[src/rtl/reduce_accumulator_if.sv]
// ============================================================================
// Module   : reduce_accumulator_if
// Purpose  : Command, element-stream, ALU and result bundle for reduce_accumulator.
//            REDUCE_ACCUMULATOR_BUSYCNT_EN adds the busy_cycles observation port.
// Revision : 1.0 - initial release
// ============================================================================
`default_nettype none

interface reduce_accumulator_if;
    logic        req_valid;
    logic        req_ready;
    logic [3:0]  req_opcode;
    logic [1:0]  req_vSew;
    logic        req_sign;
    logic [31:0] req_scalar;
    logic        req_empty;
    logic        in_valid;
    logic        in_ready;
    logic [31:0] in_data;
    logic        in_last;
    logic [31:0] alu_src_0;
    logic [31:0] alu_src_1;
    logic [3:0]  alu_opcode;
    logic [1:0]  alu_vSew;
    logic        alu_sign;
    logic [31:0] alu_result;
    logic        out_valid;
    logic        out_ready;
    logic [31:0] out_data;
`ifdef REDUCE_ACCUMULATOR_BUSYCNT_EN
    logic [15:0] busy_cycles;
`endif

    modport slave (
`ifdef REDUCE_ACCUMULATOR_BUSYCNT_EN
        output busy_cycles,
`endif
        input  req_valid, req_opcode, req_vSew, req_sign, req_scalar, req_empty,
        output req_ready,
        input  in_valid, in_data, in_last,
        output in_ready,
        output alu_src_0, alu_src_1, alu_opcode, alu_vSew, alu_sign,
        input  alu_result,
        output out_valid, out_data,
        input  out_ready
    );

    modport master (
`ifdef REDUCE_ACCUMULATOR_BUSYCNT_EN
        input  busy_cycles,
`endif
        output req_valid, req_opcode, req_vSew, req_sign, req_scalar, req_empty,
        input  req_ready,
        output in_valid, in_data, in_last,
        input  in_ready,
        input  alu_src_0, alu_src_1, alu_opcode, alu_vSew, alu_sign,
        output alu_result,
        input  out_valid, out_data,
        output out_ready
    );
endinterface

`default_nettype wire

[src/rtl/reduce_accumulator.sv]
// ============================================================================
// Module   : reduce_accumulator
// Purpose  : Drives an external combinational reduce ALU over a packed element
//            stream, folds the lanes, combines with the seed and returns one result.
//            Optional: REDUCE_ACCUMULATOR_BUSYCNT_EN adds a saturating busy counter.
// Revision : 1.0 - initial release
// ============================================================================
`default_nettype none

module reduce_accumulator (
    input wire clock,
    input wire reset,
    reduce_accumulator_if.slave io
);

    typedef enum logic [2:0] {
        S_IDLE  = 3'd0,
        S_FIRST = 3'd1,
        S_ACCUM = 3'd2,
        S_FOLD  = 3'd3,
        S_FINAL = 3'd4,
        S_DONE  = 3'd5
    } state_t;

    state_t      state_q;
    logic [31:0] acc_q;
    logic [31:0] res_q;
    logic [31:0] scalar_q;
    logic [3:0]  opcode_q;
    logic [1:0]  vsew_q;
    logic        sign_q;
    logic        empty_q;
    logic [1:0]  fold_cnt_q;
    logic        req_ready_q;
    logic        in_ready_q;
    logic        out_valid_q;

    logic [1:0]  w_sew_eff;
    logic [31:0] w_mask;
    logic [1:0]  w_fold_init;
    logic [31:0] w_src_0;
    logic [31:0] w_src_1;

    // Reserved sew encoding 3 behaves as 32-bit elements.
    assign w_sew_eff = (vsew_q == 2'd3) ? 2'd2 : vsew_q;

    always_comb begin
        w_mask      = 32'hFFFF_FFFF;
        w_fold_init = 2'd0;
        case (w_sew_eff)
            2'd0: begin
                w_mask      = 32'h0000_00FF;
                w_fold_init = 2'd2;
            end
            2'd1: begin
                w_mask      = 32'h0000_FFFF;
                w_fold_init = 2'd1;
            end
            default: begin
                w_mask      = 32'hFFFF_FFFF;
                w_fold_init = 2'd0;
            end
        endcase
    end

    always_comb begin
        w_src_0 = 32'h0;
        w_src_1 = 32'h0;
        case (state_q)
            S_ACCUM: begin
                w_src_0 = acc_q;
                w_src_1 = io.in_data;
            end
            S_FOLD: begin
                // Upper half first; the byte step only exists for 8-bit elements.
                w_src_0 = acc_q;
                if (fold_cnt_q == 2'd2 || w_sew_eff == 2'd1)
                    w_src_1 = {16'h0, acc_q[31:16]};
                else
                    w_src_1 = {24'h0, acc_q[15:8]};
            end
            S_FINAL: begin
                w_src_0 = acc_q;
                w_src_1 = scalar_q;
            end
            default: begin
                w_src_0 = 32'h0;
                w_src_1 = 32'h0;
            end
        endcase
    end

    always_ff @(posedge clock) begin
        if (reset) begin
            state_q     <= S_IDLE;
            acc_q       <= 32'h0;
            res_q       <= 32'h0;
            scalar_q    <= 32'h0;
            opcode_q    <= 4'h0;
            vsew_q      <= 2'd0;
            sign_q      <= 1'b0;
            empty_q     <= 1'b0;
            fold_cnt_q  <= 2'd0;
            req_ready_q <= 1'b1;
            in_ready_q  <= 1'b0;
            out_valid_q <= 1'b0;
        end else begin
            case (state_q)
                S_IDLE: begin
                    if (io.req_valid) begin
                        opcode_q    <= io.req_opcode;
                        vsew_q      <= io.req_vSew;
                        sign_q      <= io.req_sign;
                        scalar_q    <= io.req_scalar;
                        empty_q     <= io.req_empty;
                        req_ready_q <= 1'b0;
                        if (io.req_empty) begin
                            acc_q      <= io.req_scalar;
                            fold_cnt_q <= 2'd0;
                            state_q    <= S_FINAL;
                        end else begin
                            in_ready_q <= 1'b1;
                            state_q    <= S_FIRST;
                        end
                    end
                end
                S_FIRST, S_ACCUM: begin
                    if (io.in_valid) begin
                        acc_q <= (state_q == S_FIRST) ? io.in_data : io.alu_result;
                        if (io.in_last) begin
                            in_ready_q <= 1'b0;
                            fold_cnt_q <= w_fold_init;
                            state_q    <= (w_fold_init == 2'd0) ? S_FINAL : S_FOLD;
                        end else begin
                            state_q <= S_ACCUM;
                        end
                    end
                end
                S_FOLD: begin
                    acc_q      <= io.alu_result;
                    fold_cnt_q <= fold_cnt_q - 2'd1;
                    if (fold_cnt_q == 2'd1)
                        state_q <= S_FINAL;
                end
                S_FINAL: begin
                    res_q       <= empty_q ? (scalar_q & w_mask) : (io.alu_result & w_mask);
                    out_valid_q <= 1'b1;
                    state_q     <= S_DONE;
                end
                S_DONE: begin
                    if (io.out_ready) begin
                        out_valid_q <= 1'b0;
                        req_ready_q <= 1'b1;
                        state_q     <= S_IDLE;
                    end
                end
                default: begin
                    in_ready_q  <= 1'b0;
                    out_valid_q <= 1'b0;
                    req_ready_q <= 1'b1;
                    state_q     <= S_IDLE;
                end
            endcase
        end
    end

`ifdef REDUCE_ACCUMULATOR_BUSYCNT_EN
    logic [15:0] busy_q;

    always_ff @(posedge clock) begin
        if (reset) begin
            busy_q <= 16'h0;
        end else if (state_q == S_IDLE && io.req_valid) begin
            busy_q <= 16'h0;
        end else if ((state_q == S_FIRST || state_q == S_ACCUM ||
                      state_q == S_FOLD  || state_q == S_FINAL) && busy_q != 16'hFFFF) begin
            busy_q <= busy_q + 16'd1;
        end
    end

    assign io.busy_cycles = busy_q;
`endif

    assign io.req_ready  = req_ready_q;
    assign io.in_ready   = in_ready_q;
    assign io.out_valid  = out_valid_q;
    assign io.out_data   = res_q;
    assign io.alu_src_0  = w_src_0;
    assign io.alu_src_1  = w_src_1;
    assign io.alu_opcode = opcode_q;
    assign io.alu_vSew   = vsew_q;
    assign io.alu_sign   = sign_q;

endmodule

`default_nettype wire

[src/flat_wrapper.sv]
// flat-port wrapper written by rule: the top's interface ports become plain ports
module reduce_accumulator_flat 
  (clock, reset, io_req_valid, io_req_opcode, io_req_vSew, io_req_sign, io_req_scalar, io_req_empty, io_req_ready, io_in_valid, io_in_data, io_in_last, io_in_ready, io_alu_src_0, io_alu_src_1, io_alu_opcode, io_alu_vSew, io_alu_sign, io_alu_result, io_out_valid, io_out_data, io_out_ready);
  reduce_accumulator_if io_i ();
  input wire clock;
  input wire reset;
  input wire logic [$bits(io_i.req_valid)-1:0] io_req_valid;
  input wire logic [$bits(io_i.req_opcode)-1:0] io_req_opcode;
  input wire logic [$bits(io_i.req_vSew)-1:0] io_req_vSew;
  input wire logic [$bits(io_i.req_sign)-1:0] io_req_sign;
  input wire logic [$bits(io_i.req_scalar)-1:0] io_req_scalar;
  input wire logic [$bits(io_i.req_empty)-1:0] io_req_empty;
  output wire logic [$bits(io_i.req_ready)-1:0] io_req_ready;
  input wire logic [$bits(io_i.in_valid)-1:0] io_in_valid;
  input wire logic [$bits(io_i.in_data)-1:0] io_in_data;
  input wire logic [$bits(io_i.in_last)-1:0] io_in_last;
  output wire logic [$bits(io_i.in_ready)-1:0] io_in_ready;
  output wire logic [$bits(io_i.alu_src_0)-1:0] io_alu_src_0;
  output wire logic [$bits(io_i.alu_src_1)-1:0] io_alu_src_1;
  output wire logic [$bits(io_i.alu_opcode)-1:0] io_alu_opcode;
  output wire logic [$bits(io_i.alu_vSew)-1:0] io_alu_vSew;
  output wire logic [$bits(io_i.alu_sign)-1:0] io_alu_sign;
  input wire logic [$bits(io_i.alu_result)-1:0] io_alu_result;
  output wire logic [$bits(io_i.out_valid)-1:0] io_out_valid;
  output wire logic [$bits(io_i.out_data)-1:0] io_out_data;
  input wire logic [$bits(io_i.out_ready)-1:0] io_out_ready;
  assign io_i.req_valid = io_req_valid;
  assign io_i.req_opcode = io_req_opcode;
  assign io_i.req_vSew = io_req_vSew;
  assign io_i.req_sign = io_req_sign;
  assign io_i.req_scalar = io_req_scalar;
  assign io_i.req_empty = io_req_empty;
  assign io_req_ready = io_i.req_ready;
  assign io_i.in_valid = io_in_valid;
  assign io_i.in_data = io_in_data;
  assign io_i.in_last = io_in_last;
  assign io_in_ready = io_i.in_ready;
  assign io_alu_src_0 = io_i.alu_src_0;
  assign io_alu_src_1 = io_i.alu_src_1;
  assign io_alu_opcode = io_i.alu_opcode;
  assign io_alu_vSew = io_i.alu_vSew;
  assign io_alu_sign = io_i.alu_sign;
  assign io_i.alu_result = io_alu_result;
  assign io_out_valid = io_i.out_valid;
  assign io_out_data = io_i.out_data;
  assign io_i.out_ready = io_out_ready;
  reduce_accumulator u_core (.clock(clock), .reset(reset), .io(io_i));
endmodule
[config.mk]
export PLATFORM = sky130hd
export DESIGN_NAME = reduce_accumulator_flat
export DESIGN_NICKNAME = d
export VERILOG_FILES = /design/src/rtl/reduce_accumulator_if.sv /design/src/rtl/reduce_accumulator.sv /design/src/flat_wrapper.sv
export SDC_FILE = /design/constraint.sdc
export NUM_CORES = 1
export LEC_CHECK = 0
export BUFFER_PORTS_ARGS = -buffer_cell sky130_fd_sc_hd__buf_4
export CAP_MARGIN = 20
export CELL_PAD_IN_SITES_DETAIL_PLACEMENT = 2
export CELL_PAD_IN_SITES_GLOBAL_PLACEMENT = 2
export CORE_MARGIN = 4
export CORE_UTILIZATION = 28
export DETAILED_ROUTE_END_ITERATION = 16
export HOLD_SLACK_MARGIN = 0.03
export PLACE_DENSITY_LB_ADDON = 0.1
export SLEW_MARGIN = 20
export SYNTH_ARGS = -nofsm -noshare
export SYNTH_HDL_FRONTEND = slang
export SYNTH_SLANG_ARGS = --single-unit
export TNS_END_PERCENT = 100
[constraint.sdc]
create_clock -name clock -period 2.1 [get_ports clock]
set_input_delay 0.105 -clock clock [delete_from_list [all_inputs] [get_ports clock]]
set_output_delay 0.105 -clock clock [all_outputs]
set_load 0.01 [all_outputs]
==> Word-level counts from Yosys, hierarchy flattened <==
Cells that the tools add are included.
{ "totals": {"register_bits": 112, "inputBits": 110, "output_inout_bits": 106} }
{ "op_classes": {"n_addsub": 1, "n_eq_ne": 16, "mux": 35, "bitwise_logic": 5, "reduce_logical": 17} }
{ "op_table": {"columns": ["operator", "n"], "rows": [
  ["two-way mux 32 bit", 6],
  ["case mux 32 bit (3 select lines)", 2],
  ["AND 32 bit", 2],
  ["case mux 32 bit (2 select lines)", 1],
  ["two-way mux 3 bit", 7],
  ["two-way mux 16 bit", 1],
  ["case mux 3 bit (5 select lines)", 1],
  ["inequality test 2 bit (second input constant)", 6],
  ["two-way mux 2 bit", 5],
  ["AND reduction 5 bit", 2],
  ["case mux 1 bit (3 select lines)", 3],
  ["AND reduction 4 bit", 2],
  ["OR reduction 4 bit", 2],
  ["two-way mux 1 bit", 7],
  ["equality test 3 x 2 -> 1 bit (second input constant)", 2],
  ["equality test 3 bit (second input constant)", 2],
  ["case mux 2 bit (3 select lines)", 1],
  ["OR reduction 3 bit", 2],
  ["equality test 2 x 1 -> 1 bit (second input constant)", 2],
  ["equality test 2 bit (second input constant)", 2],
  ["zero test 2 bit", 2],
  ["case mux 2 bit (2 select lines)", 1],
  ["AND reduction 2 bit", 2],
  ["equality test 3 x 1 -> 1 bit (second input constant)", 1],
  ["8 further kinds", 10]
]} }

==> Longest topological paths before layout <==
Gate-level depths: netlist of run 1.
{ "logic_depth": {"depth_word": 9, "depth_mapped": 7, "ltp_nobuf": 6} }

==> Least setup slack after synthesis of run 1 <==
Ideal clock, no wire load.
{ "synth_path": {"kind": "flip-flop to output port", "from": "register u_core.fold_cnt_q[0]", "to": "output port io_alu_src_1[10]", "arrival_time_ns": 1.456, "required_ns": 1.995, "slack_ns": 0.539, "stages_incl_launch_ff": 7, "n_path_buf": 0, "cell_sequence": "dfxtp_1 > inv_1 > ha_1 > clkinv_1 > a21oi_1 > a222oi_1 > inv_1"} }
{ "synth_between": {"elab_chain_cells": 4} }
{ "synth_lines": {"columns": ["element", "line_no", "source"], "rows": [
  ["from (decl)", "reduce_accumulator.sv:33", "logic [1:0] fold_cnt_q;"],
  ["from (signal assigned)", "reduce_accumulator.sv:132", "fold_cnt_q <= w_fold_init;"],
  ["from (signal assigned)", "reduce_accumulator.sv:141", "fold_cnt_q <= fold_cnt_q - 2'd1;"],
  ["equality test 2 bit", "reduce_accumulator.sv:77", "if (fold_cnt_q == 2'd2 || w_sew_eff == 2'd1)"],
  ["logical OR 1 bit", "reduce_accumulator.sv:77", null],
  ["two-way mux 16 bit", "reduce_accumulator.sv:77", null],
  ["case mux 32 bit (3 select lines)", "reduce_accumulator.sv:69", "case (state_q)"],
  ["to (decl)", "flat_wrapper.sv:19", "output wire logic [$bits(io_i.alu_src_1)-1:0] io_alu_src_1;"]
]} }
Every way passes these cells.

==> Worst setup path after layout of run 1 <==
{ "layout_path": {"from": "register u_core.state_q[2]", "to": "output port io_alu_src_0[23]"} }
{ "layout_between": {"elab_chain_cells": 3, "elab_cells_between_ends": 5, "cone_classes": "eq/ne: 3; mux: 1; reduce/logical: 1"} }
{ "layout_lines": {"columns": ["element", "line_no", "source"], "rows": [
  ["from (decl)", "reduce_accumulator.sv:25", "state_t state_q;"],
  ["from (signal assigned)", "reduce_accumulator.sv:133", "state_q <= (w_fold_init == 2'd0) ? S_FINAL : S_FOLD;"],
  ["equality test 3 bit or equality test 3 x 2 -> 1 bit (tied branches)", "reduce_accumulator.sv:69", null],
  ["OR reduction 3 bit (no source line) *", null, null],
  ["two-way mux 32 bit *", "reduce_accumulator.sv:69", null],
  ["to (decl)", "flat_wrapper.sv:18", "output wire logic [$bits(io_i.alu_src_0)-1:0] io_alu_src_0;"]
]} }
Every way passes the cells marked *; elsewhere a longest branch is shown, timed or not.

==> summary.md, run 1 <==
| Metric | Value |
|---|---|
| FF-to-FF End | u_core.acc_q[29]$_SDFFE_PP0P_ |
| Wirelength, routed | 28900 um |
| Crit-path slowest cell | dfxtp_4 |
| Row Count | 53 |
| Largest net degree at the start of global routing | 53 |
| WHS | 0.0532 ns |
| Final Skew | 0.0149 ns |
| CTS tree | built |
| TritonCTS Sinks | 112 |
| Final Hold Vio Count | 0 |
| Setup violations, final | 0 |
| Worst-Margin Slew | 0.621 ns |
| Worst-path clk slew | 0.08 ns |
| Crit path DAT | 1.91 ns |
| Power per Cell Area | 1350 mW/mm2 |
| Leak | 3.64 nW |
| Die Area | 0.0242 mm2 |
| Final Max Slew Viols | 0 |
| Setup crit start kind | flip-flop |
| Synth cell types | 48 |
| Synthesized flop and latch total | 112 |
| Ports | 216 |
| Ys Warns | 0 |
| Cells after Synth | 765 |
| # H-tree levels | 3 |
| Layout cells sized above 1 | 0.327 |
| Worst R2R Path Depth | 6 |
| Main flop type after synthesis | dfxtp_1 |
| Port buffer count | 215 |
| Die Wd | 155 um |
| Worst skew pair latency | 0.36 ns |
| Root buffer cell | clkbuf_16 |
| Largest stage delay, worst path | 0.40 ns |
| Post-DP HPWL | 21100 um |
| Vias | 6760 |
| Nets | 1101 |
| Tot Pwr | 12.0 mW |
| Setup WS post-layout | 0.0890 ns |
| Max Clk Rate | 497 MHz |
| Number of max-cap violations | 0 |
| Post-DRT Antenna Nets | 0 |
| Synthesized area per cell | 7.96 um2 |
| CP startpoint | u_core.state_q[2]$_SDFFE_PP0P_ |
| VDD IR-drop max | 0.000529 V |
| Register-to-register setup slack | 0.23 ns |
| Number of buffers created by CTS | 9 |
| Final RePlAce weighted congestion | 0.868 |
| Worst-path maximum fanout | 32 |
| Antenna violations before repair | 0 |
| Critical path depth in cells | 5 |
| Crit-path cells | inv_2, nor3_4, or2_4, and2_1, buf_4 |
| DR pass1 iterations | 5 |
| Worst hold-check path type | primary input to flip-flop |
| CP Buf/Inv Count | 2 |
| Crit. End Element | output port |
| Synth Cell Area | 0.00609 mm2 |
| Hold Path Origin | io_req_empty |
| WL per Instance | 22.8 um |
| Worst rel slew slack | 0.586 |
| Synth Net Count | 877 |
| Vias per cell | 5.32 |
| Tot GR Track Use | 0.232 |
| First-pass GRT wire length | 43800 um |
| Req. time, crit path | 2.00 ns |
| Post-route clock period utilization | 0.958 |
| Initial Util | 0.287 |
| Critical path type | flip-flop to output port |
| Number of synthesized flops with an enable pin | 0 |
| Layout area overhead | 44.9% |
| Status | completed |
| Core footprint | 0.0212 mm2 |
| Post-synthesis sequential area ratio | 0.368 |
| Die height | 155 um |
| DRT iter0 DRCs | 424 |
| Post-synth ARST share | 0 |
| Vias in the first global route | 7291 |
| Crit path to | io_alu_src_0[23] |
| Gr ovfl total | 0 |
| R2r startpoint | u_core.state_q[0]$_SDFFE_PP0P_ |
| Placement Setup Slack | 0.169 ns |
| Minimum clock period | 2.01 ns |
| Residual DRC count | 0 |
| Unrepaired setup endpoints after global routing | yes |
| CTS Buffer Depth | 2 |
| Worst path top cell family by delay | simple AND/OR/NAND/NOR gates |
==> timing repair <==
item / CTS / global route
setup endpoints to repair: 64 / 13
gates cloned: 0 / 1
pin swaps: 0 / 1
hold endpoints to repair: 67 / 0
buffers inserted: 2 / 0
resized for setup: 7 / 5
hold buffers: 39 / 0
==> layout make-up <==
class,instances,area [um2]
Tap cell,275,344
Antenna cell,1,2.50
Multi-Input combinational cell,566,3510
Sequential cell,112,2250
Clock inverter,6,76.3
Clock buffer,10,229
Inverter,13,48.8
Timing Repair Buffer,287,2370
Fill cell,2386,12400
==> cell usage after synthesis (all sizes together) (2+ instances only) <==
cell type  instances  share of area
nor2              56          0.035
clkbuf            38          0.023
a21oi             70          0.058
a222oi             8          0.013
buf               36          0.035
a31oi              8         0.0082
o211ai             2         0.0025
a211oi            41          0.066
a22o              24          0.035
o21a              32          0.039
o21ai             16          0.013
ha                 2         0.0041
dfxtp            112           0.37
nand2            146          0.090
nor3               3         0.0043
mux2i             12          0.020
or2                2         0.0021
and2              34          0.035
a22oi             32          0.039
nand3             33          0.027
inv               12         0.0074
nor2b              4         0.0041
mux2              25          0.046
==> tightest hold or removal path, delay by kind of cell <==
kind	cells	cell delay [ns]
AOI/OAI and AO/OA	1	0.06
buffers and inverters	1	0.14
and+or+nand+nor	1	0.06
==> registers in the layout (all words and copies together) (netlist names) <==
register / count
u_core.io.out_data: 32
u_core.io.req_ready: 1
u_core.empty_q: 1
u_core.scalar_q: 32
u_core.io.out_valid: 1
u_core.io.alu_vSew: 2
u_core.fold_cnt_q: 2
u_core.io.alu_sign: 1
u_core.io.in_ready: 1
u_core.acc_q: 32
u_core.state_q: 3
u_core.io.alu_opcode: 4
==> worst min path at each step <==
stage	end	slack, ns	cells after the start
5_1_grt	u_core.empty_q$_SDFFE_PP0P_	0.06	3
6_report	u_core.empty_q$_SDFFE_PP0P_	0.05	3
2_1_floorplan	u_core.scalar_q[10]$_SDFFE_PP0P_	0.24	2
4_1_cts	u_core.empty_q$_SDFFE_PP0P_	0.03	3
3_5_place_dp	u_core.io.alu_opcode[0]$_SDFFE_PP0P_	0.36	3
3_3_place_gp	u_core.io.alu_opcode[0]$_SDFFE_PP0P_	0.35	3
==> per-stage QoR <==
| stage | cells | util | TNS [ns] | area (um2) |
|---|---|---|---|---|
| after detailed placement | 1210 | 0.377 | 0 | 8010 |
| after CTS | 1267 | 0.413 | 0 | 8760 |
| after global placement | 1210 | 0.377 | 0 | 8010 |
| after floorplan | 765 | - | 0 | 6090 |
| after global routing | 1269 | 0.416 | -0.0490 | 8830 |
| final | 1270 | 0.416 | 0 | 8830 |
==> cell families after synthesis <==
| logic type | Yosys count | synth area share |
|---|---|---|
| buffers and inverters | 87 | 0.0666 |
| DFF | 112 | 0.368 |
| muxes | 37 | 0.0659 |
| AOI/OAI and AO/OA | 240 | 0.284 |
| and+or+nand+nor | 286 | 0.208 |
| adders and majority gates | 2 | 0.00411 |
| xor gates and xnor gates | 1 | 0.00267 |
==> report_power, final <==
part | internal (mW) | switching [mW] | leakage [nW]
sequential | 2.75 | 0.724 | 0.919
clock | 0.949 | 0.909 | 0.143
combinational | 2.74 | 3.89 | 2.58
total | 6.44 | 5.52 | 3.64
==> routing by layer <==
metal	wire, um	track usage
met5	0	0
met4	439	0.0584
met3	1290	0.0261
met2	14200	0.395
met1	13100	0.314
==> cells in the final DEF, fill, tap and decap left out, types with 6 or more instances in the layout <==
cell	synthesis	routed
mux2_2	24	24
mux2i_1	12	12
inv_1	11	10
and2_1	34	33
dlygate4sd3_1	0	39
buf_12	0	6
a211oi_1	22	22
nor2_1	56	56
a22oi_1	32	32
a31oi_1	8	8
clkbuf_16	0	10
a211oi_2	19	19
a222oi_1	8	8
nand2_1	146	145
dfxtp_1	112	109
nand3_1	33	33
o21a_1	32	32
buf_4	4	239
a22o_1	24	24
a21oi_1	70	69
o21ai_0	14	14
Power figures use the tool's default switching activity.
==> run 2, diff against run 1 <==
--- a/config.mk
+++ b/config.mk
@@ -14,6 +14,7 @@
 export DETAILED_ROUTE_END_ITERATION = 16
 export HOLD_SLACK_MARGIN = 0.03
 export PLACE_DENSITY_LB_ADDON = 0.1
+export SETUP_SLACK_MARGIN = 0.2
 export SLEW_MARGIN = 20
 export SYNTH_ARGS = -nofsm -noshare
 export SYNTH_HDL_FRONTEND = slang
==> run 2 against run 1 <==
Net effect:
- clock skew grew 0.00087 ns
- design area grew 5.4%
- sequential power is essentially flat
- utilization grew 2.3 points
- clock power is essentially flat
- final cell count grew 2.4%
- global-route usage grew 1.4 points
- total power grew 8.7%
- non-clock buffer count grew 28
- critical path type unchanged
==> summary.md, run 2 (synthesis gave the netlist of run 1 again) <==
| Metric | Value |
|---|---|
| Die height | 155 um (unchanged) |
| CP Buf/Inv Count | 2 (unchanged) |
| CTS Buffer Depth | 2 (unchanged) |
| WL per Instance | 24.1 um (+5.5%) |
| Nets | 1132 (+2.8%) |
| Ports | 216 (unchanged) |
| Minimum clock period | 1.95 ns (-0.0645 ns) |
| Core footprint | 0.0212 mm2 (unchanged) |
| Register-to-register setup slack | 0.22 ns (about the same) |
| Placed Instances | 1210 (unchanged) |
| Crit-path slowest cell | dfxtp_4 |
| Final Max Slew Viols | 0 (unchanged) |
| Status | completed |
| Residual DRC count | 0 (unchanged) |
| Number of buffers created by CTS | 9 (unchanged) |
| Worst-Margin Slew | 0.639 ns (+0.0188 ns) |
| Fin cells | 1300 (+2.4%) |
| Initial Util | 0.287 (unchanged) |
| DRT iter0 DRCs | 494 (+17%) |
| Final RePlAce weighted congestion | 0.868 (unchanged) |
| Final Hold Vio Count | 0 (unchanged) |
| Tot GR Track Use | 0.246 (+0.0136) |
| VDD IR-drop max | 0.000508 V (-4.0%) |
| Vias in the first global route | 7550 (+3.6%) |
| Worst-path maximum fanout | 8 (-75%) |
| Setup violations, final | 0 (unchanged) |
| Number of max-cap violations | 0 (unchanged) |
| Worst hold-check path type | primary input to flip-flop |
| Power per Cell Area | 1400 mW/mm2 (+3.1%) |
| Crit-path cells | buf_2, nor2b_4, or2_4, and2_1, buf_4 |
| Post-DRT Antenna Nets | 0 (unchanged) |
| Filler cells | 2362 (-1.0%) |
| Worst rel slew slack | 0.574 (-0.0125) |
| Hold path depth | 3 (unchanged) |
| Unrepaired setup endpoints after global routing | yes |
| Gr ovfl total | 0 (unchanged) |
| Req. time, crit path | 2.00 ns (about the same) |
| Post-DP HPWL | 21100 um (unchanged) |
| Commonest non-fill, non-tap cell in the layout | buf_4 |
| First-pass GRT wire length | 45900 um (+4.8%) |
| Leak | 3.88 nW (+6.4%) |
| Multi-input gate area | 0.00360 mm2 (+2.5%) |
| Vias per cell | 5.42 (+1.9%) |
| Layout area overhead | 52.8% |
| CTS tree | built |
| Post-route clock period utilization | 0.927 (-0.0307) |
| Root buffer cell | clkbuf_16 |
| Crit. End Element | output port |
| Vias | 7051 (+4.3%) |
| WHS | 0.0536 ns (+0.000433 ns) |
| Worst skew pair latency | 0.37 ns (about the same) |
| Largest stage delay, worst path | 0.41 ns (about the same) |
| Worst R2R Path Depth | 8 (+2) |
| Die Area | 0.0242 mm2 (unchanged) |
| Reg area | 0.00226 mm2 (+0.28%) |
| DR pass1 iterations | 5 (unchanged) |
| Hold EP | u_core.empty_q$_SDFFE_PP0P_ |
| Crit path DAT | 1.84 ns (-0.07 ns) |
| Setup crit start kind | flip-flop |
| Critical path type | flip-flop to output port |
| Layout cells sized above 1 | 0.361 (+0.0340) |
| TritonCTS Sinks | 112 (unchanged) |
| Worst path top cell family by delay | simple AND/OR/NAND/NOR gates |
| Row Count | 53 (unchanged) |
| Max Clk Rate | 514 MHz (+3.3%) |
| Total negative slack | 0 ns (unchanged) |
| # H-tree levels | 3 (unchanged) |
| Largest net degree at the start of global routing | 53 (unchanged) |
| ANT cells | 0 (-1) |
| Hold Path Origin | io_req_empty |
| Die Wd | 155 um (unchanged) |
| FF-to-FF End | u_core.state_q[1]$_SDFFE_PP0P_ |
| Port buffer count | 215 (unchanged) |
| Finished Core Util | 0.439 (+0.0225) |
| Wirelength, routed | 31300 um (+8.0%) |
| Final Skew | 0.0158 ns (+0.000865 ns) |
| Most frequent cells in the layout | buf_4 (248), nand2_1 (145), dfxtp_1 (104) |
| R2r startpoint | u_core.state_q[2]$_SDFFE_PP0P_ |
| Worst-path clk slew | 0.09 ns (about the same) |
| Antenna violations before repair | 0 (unchanged) |
[run 2: area by class of cell]
class / instances / area share
tap: 275 / 0.0370
clock inverter: 6 / 0.00820
multi-input combinational: 569 / 0.387
timing repair buffer: 315 / 0.295
sequential: 112 / 0.243
inverter: 13 / 0.00578
clock buffer: 10 / 0.0246
[run 2: worst register-to-register path, cell delays in order (launching register included)]
cell,delay [ns]
dfxtp_4,0.38
buf_12,0.13
buf_4,0.14
buf_12,0.12
buf_4,0.14
nor4b_2,0.37
a211oi_2,0.13
o21ai_0,0.21
o21ai_1,0.14
[run 2: worst max path at each step]
stage | start | to | slack (ns) | depth (start not counted)
floorplan | u_core.fold_cnt_q[0]$_SDFFE_PP0P_ | io_alu_src_1[10] | 0.54 | 6
global placement | u_core.state_q[1]$_SDFFE_PP0P_ | u_core.state_q[2]$_SDFFE_PP0P_ | 0.23 | 5
detailed placement | u_core.state_q[1]$_SDFFE_PP0P_ | u_core.state_q[1]$_SDFFE_PP0P_ | 0.17 | 5
CTS | u_core.state_q[0]$_SDFFE_PP0P_ | io_alu_src_0[23] | 0.19 | 6
global route | u_core.state_q[1]$_SDFFE_PP0P_ | io_alu_src_0[12] | 0.11 | 5
finish | u_core.state_q[1]$_SDFFE_PP0P_ | io_alu_src_0[27] | 0.15 | 5
[run 2: report_power, final]
| group | switching, mW | leakage [nW] | total (mW) | internal [mW] |
|---|---|---|---|---|
| sequential | 0.721 | 0.921 | 3.47 | 2.75 |
| clock | 0.913 | 0.143 | 1.86 | 0.949 |
| combinational | 4.28 | 2.81 | 7.67 | 3.39 |
[run 2: metrics by stage]
stage | cell area (um2) | power, mW | setup WS, ns
floorplan | 6090 | 7.23 | 0.539
global placement | 8010 | 9.60 | 0.235
detailed placement | 8010 | 9.81 | 0.169
CTS | 9050 | 12.5 | 0.186
global route | 9310 | 13.7 | 0.106
finish | 9310 | 13.0 | 0.154
[run 2: repair_timing]
| action | in CTS | in global routing |
|---|---|---|
| pin swaps | 9 | 17 |
| setup endpoints to repair | 92 | 110 |
| hold endpoints to repair | 67 | 0 |
| cloned | 5 | 3 |
| setup buffers | 16 | 10 |
| hold buffers | 39 | 0 |
| gates resized for setup | 25 | 26 |
[run 2: layer usage]
layer  share of wire  routed length, um  track usage  vias to the layer above
met5               0                  0            0                        -
li1                -                  -            -                     3213
met2            0.49              15300        0.425                      241
met4           0.018                573       0.0559                        0
met1            0.44              13600        0.325                     3558
met3           0.057               1790       0.0373                       39
==> run 3, diff against run 2 <==
--- a/config.mk
+++ b/config.mk
@@ -5,11 +5,12 @@
 export SDC_FILE = /design/constraint.sdc
 export NUM_CORES = 1
 export LEC_CHECK = 0
+export ABC_CLOCK_PERIOD_IN_PS = 2100
 export BUFFER_PORTS_ARGS = -buffer_cell sky130_fd_sc_hd__buf_4
 export CAP_MARGIN = 20
 export CELL_PAD_IN_SITES_DETAIL_PLACEMENT = 2
 export CELL_PAD_IN_SITES_GLOBAL_PLACEMENT = 2
-export CORE_MARGIN = 4
+export CORE_MARGIN = 8
 export CORE_UTILIZATION = 28
 export DETAILED_ROUTE_END_ITERATION = 16
 export HOLD_SLACK_MARGIN = 0.03
==> constraint.sdc (replaced) <==
create_clock -name clock -period 2.1 [get_ports clock]
set_input_delay 0.21 -clock clock [delete_from_list [all_inputs] [get_ports clock]]
set_output_delay 0.21 -clock clock [all_outputs]
set_load 0.01 [all_outputs]
==> run 3 against run 2 <==
Net effect:
- sequential share of layout area up 1.3 points
- worst hold slack better by 0.034 ns
- critical endpoint is now io_alu_src_1[8]
- final cell count shrank 3.4%
- flip-flop and latch count stayed put
==> summary.md, run 3 (synthesis gave the netlist of run 1 again) <==
| Metric | Value |
|---|---|
| Status | completed |
| Leak | 3.66 nW (-5.6%) |
| Final Max Slew Viols | 0 (unchanged) |
| First-pass GRT wire length | 44900 um (-2.3%) |
| ANT cells | 0 (unchanged) |
| Placed Instances | 1213 (+0.25%) |
| Post-Route M1 WL | 13100 um (-4.1%) |
| Tot GR Track Use | 0.219 (-0.0269) |
| Met2 wire length | 15000 um (-1.6%) |
| Most frequent cells in the layout | buf_4 (235), nand2_1 (145), dfxtp_1 (106) |
| Die Wd | 163 um (+5.1%) |
| Clock Power Share | 0.135 (-0.008) |
| Final RePlAce weighted congestion | 0.920 (+6.0%) |
| WL per Instance | 24.2 um (+0.71%) |
| Post-DP HPWL | 21700 um (+3.2%) |
| Final Hold Vio Count | 0 (unchanged) |
| Req. time, crit path | 1.89 ns (-0.11 ns) |
| Sequential share of power | 0.283 (+0.016) |
| VDD IR-drop max | 0.000521 V (+2.6%) |
| Switching Power | 5.66 mW (-4.2%) |
| Power per Cell Area | 1400 mW/mm2 (+0.36%) |
| Worst-path maximum fanout | 9 (+1) |
| Worst rel slew slack | 0.561 (-0.0125) |
| Wirelength, routed | 30400 um (-2.7%) |
| Sw Ratio | 0.456 (+0.00122) |
| DRT iter0 DRCs | 392 (-21%) |
| Tot Pwr | 12.4 mW (-4.5%) |
| Initial Util | 0.282 (-0.00532) |
| Post-CTS Hold Buffers | 0 (-100%) |
| Register-to-register setup slack | 0.24 ns (+0.02 ns) |
| Unrepaired setup endpoints after global routing | yes |
| Die height | 163 um (+5.1%) |
| Root buffer cell | clkbuf_16 |
| Uppermost layer routed | met4 |
| Gr ovfl total | 0 (unchanged) |
| Internal power | 6.75 mW (-4.7%) |
| Vias per cell | 5.34 (-1.5%) |
| Post-DRT Antenna Nets | 0 (unchanged) |
| # H-tree levels | 3 (unchanged) |
| Minimum clock period | 2.08 ns (+0.133 ns) |
| Layout cells sized above 1 | 0.375 (+0.0140) |
| Row Count | 54 (+1.9%) |
| Number of max-cap violations | 0 (unchanged) |
| Vias in the first global route | 7370 (-2.4%) |
| Port buffer count | 215 (unchanged) |
| Reg area | 0.00226 mm2 (+0.11%) |
| Setup crit start kind | flip-flop |
| Commonest non-fill, non-tap cell in the layout | buf_4 |
| Max Clk Rate | 481 MHz (-6.4%) |
| Final Skew | 0.00766 ns (-0.00814 ns) |
| Fin cells | 1256 (-3.4%) |
| Crit path DAT | 1.87 ns (+0.03 ns) |
| Setup violations, final | 0 (unchanged) |
| Layout area overhead | 45.4% |
| Post-route clock period utilization | 0.990 (+0.0635) |
| Crit. End Element | output port |
| Vias | 6709 (-4.9%) |
| Core footprint | 0.0216 mm2 (+1.9%) |
| DR pass1 iterations | 6 (+1) |
| Antenna violations before repair | 0 (unchanged) |
| Residual DRC count | 0 (unchanged) |
| Filler cells | 2453 (+3.9%) |
| TritonCTS Sinks | 112 (unchanged) |
| Largest net degree at the start of global routing | 47 (-11%) |
| Die Area | 0.0267 mm2 (+11%) |
| Worst-path clk slew | 0.08 ns (about the same) |
| Total negative slack | 0 ns (unchanged) |
| Gate power share | 0.582 (-0.008) |
| CTS tree | built |
| Ports | 216 (unchanged) |
| WL met3 | 1830 um (+2.2%) |
| Number of buffers created by CTS | 9 (unchanged) |
| Worst hold-check path type | primary input to flip-flop |
| Worst-Margin Slew | 0.649 ns (+0.00983 ns) |
| CTS Buffer Depth | 2 (unchanged) |
| Nets | 1084 (-4.2%) |
| Multi-input gate area | 0.00360 mm2 (about the same) |
| Critical path type | flip-flop to output port |
| Worst skew pair latency | 0.36 ns (about the same) |
run 3: power groups by stage:
stage	logic [mW]	registers, mW	clock network, mW
CTS	6.91	3.49	1.74
finish	7.23	3.51	1.68
detailed placement	6.38	3.53	0
global placement	6.14	3.50	0
global route	7.79	3.57	1.83
floorplan	4.12	3.11	0
run 3: path summary, 6_finish.rpt:
path,from,end,cells after the start
min,io_req_vSew[0],u_core.io.alu_vSew[0]$_SDFFE_PP0P_,3
max reg2reg,u_core.state_q[1]$_SDFFE_PP0P_,u_core.state_q[1]$_SDFFE_PP0P_,5
min reg2reg,u_core.io.out_data[27]$_SDFFE_PP0N_,u_core.io.out_data[27]$_SDFFE_PP0N_,2
max,u_core.fold_cnt_q[0]$_SDFFE_PP0P_,io_alu_src_1[8],8
run 3: timing repair:
item / CTS / global route
endpoints found under the hold margin: 0 / 0
pin swaps: 4 / 16
buffers inserted: 12 / 9
resized for setup: 36 / 38
cloned: 4 / 3
setup endpoints to repair: 166 / 78
run 3: worst max-delay path: stages, from the launching register on:
cell      delay [ns]
dfxtp_2         0.36
inv_4           0.05
ha_4            0.18
clkinv_4        0.08
a21oi_2         0.07
buf_6           0.14
a222oi_1        0.38
inv_1           0.10
buf_4           0.16
run 3: cell type report:
| class | count | area share |
|---|---|---|
| Clock buffer | 11 | 0.0274 |
| Clock inverter | 4 | 0.00339 |
| Inverter | 13 | 0.00692 |
| Multi-Input combinational cell | 568 | 0.406 |
| Sequential cell | 112 | 0.255 |
| Tap cell | 280 | 0.0396 |
| Timing Repair Buffer | 268 | 0.261 |
run 3: metrics by stage:
step / hold slack [ns] / cell area (um2) / util / worst slack [ns]
3_5_place_dp: 0.449 / 8030 / 0.372 / 0.0276
2_1_floorplan: 0.346 / 6090 / - / 0.434
5_1_grt: 0.0837 / 8860 / 0.410 / -0.0630
4_1_cts: 0.0834 / 8580 / 0.397 / 0.0308
3_3_place_gp: 0.441 / 8030 / 0.372 / 0.0476
6_report: 0.0878 / 8860 / 0.410 / 0.0202
run 3: layer usage:
layer / GRT usage / vias up
li1: - / 3117
met1: 0.269 / 3372
met2: 0.375 / 195
met3: 0.0577 / 25
met4: 0.0525 / 0
met5: 0 / -
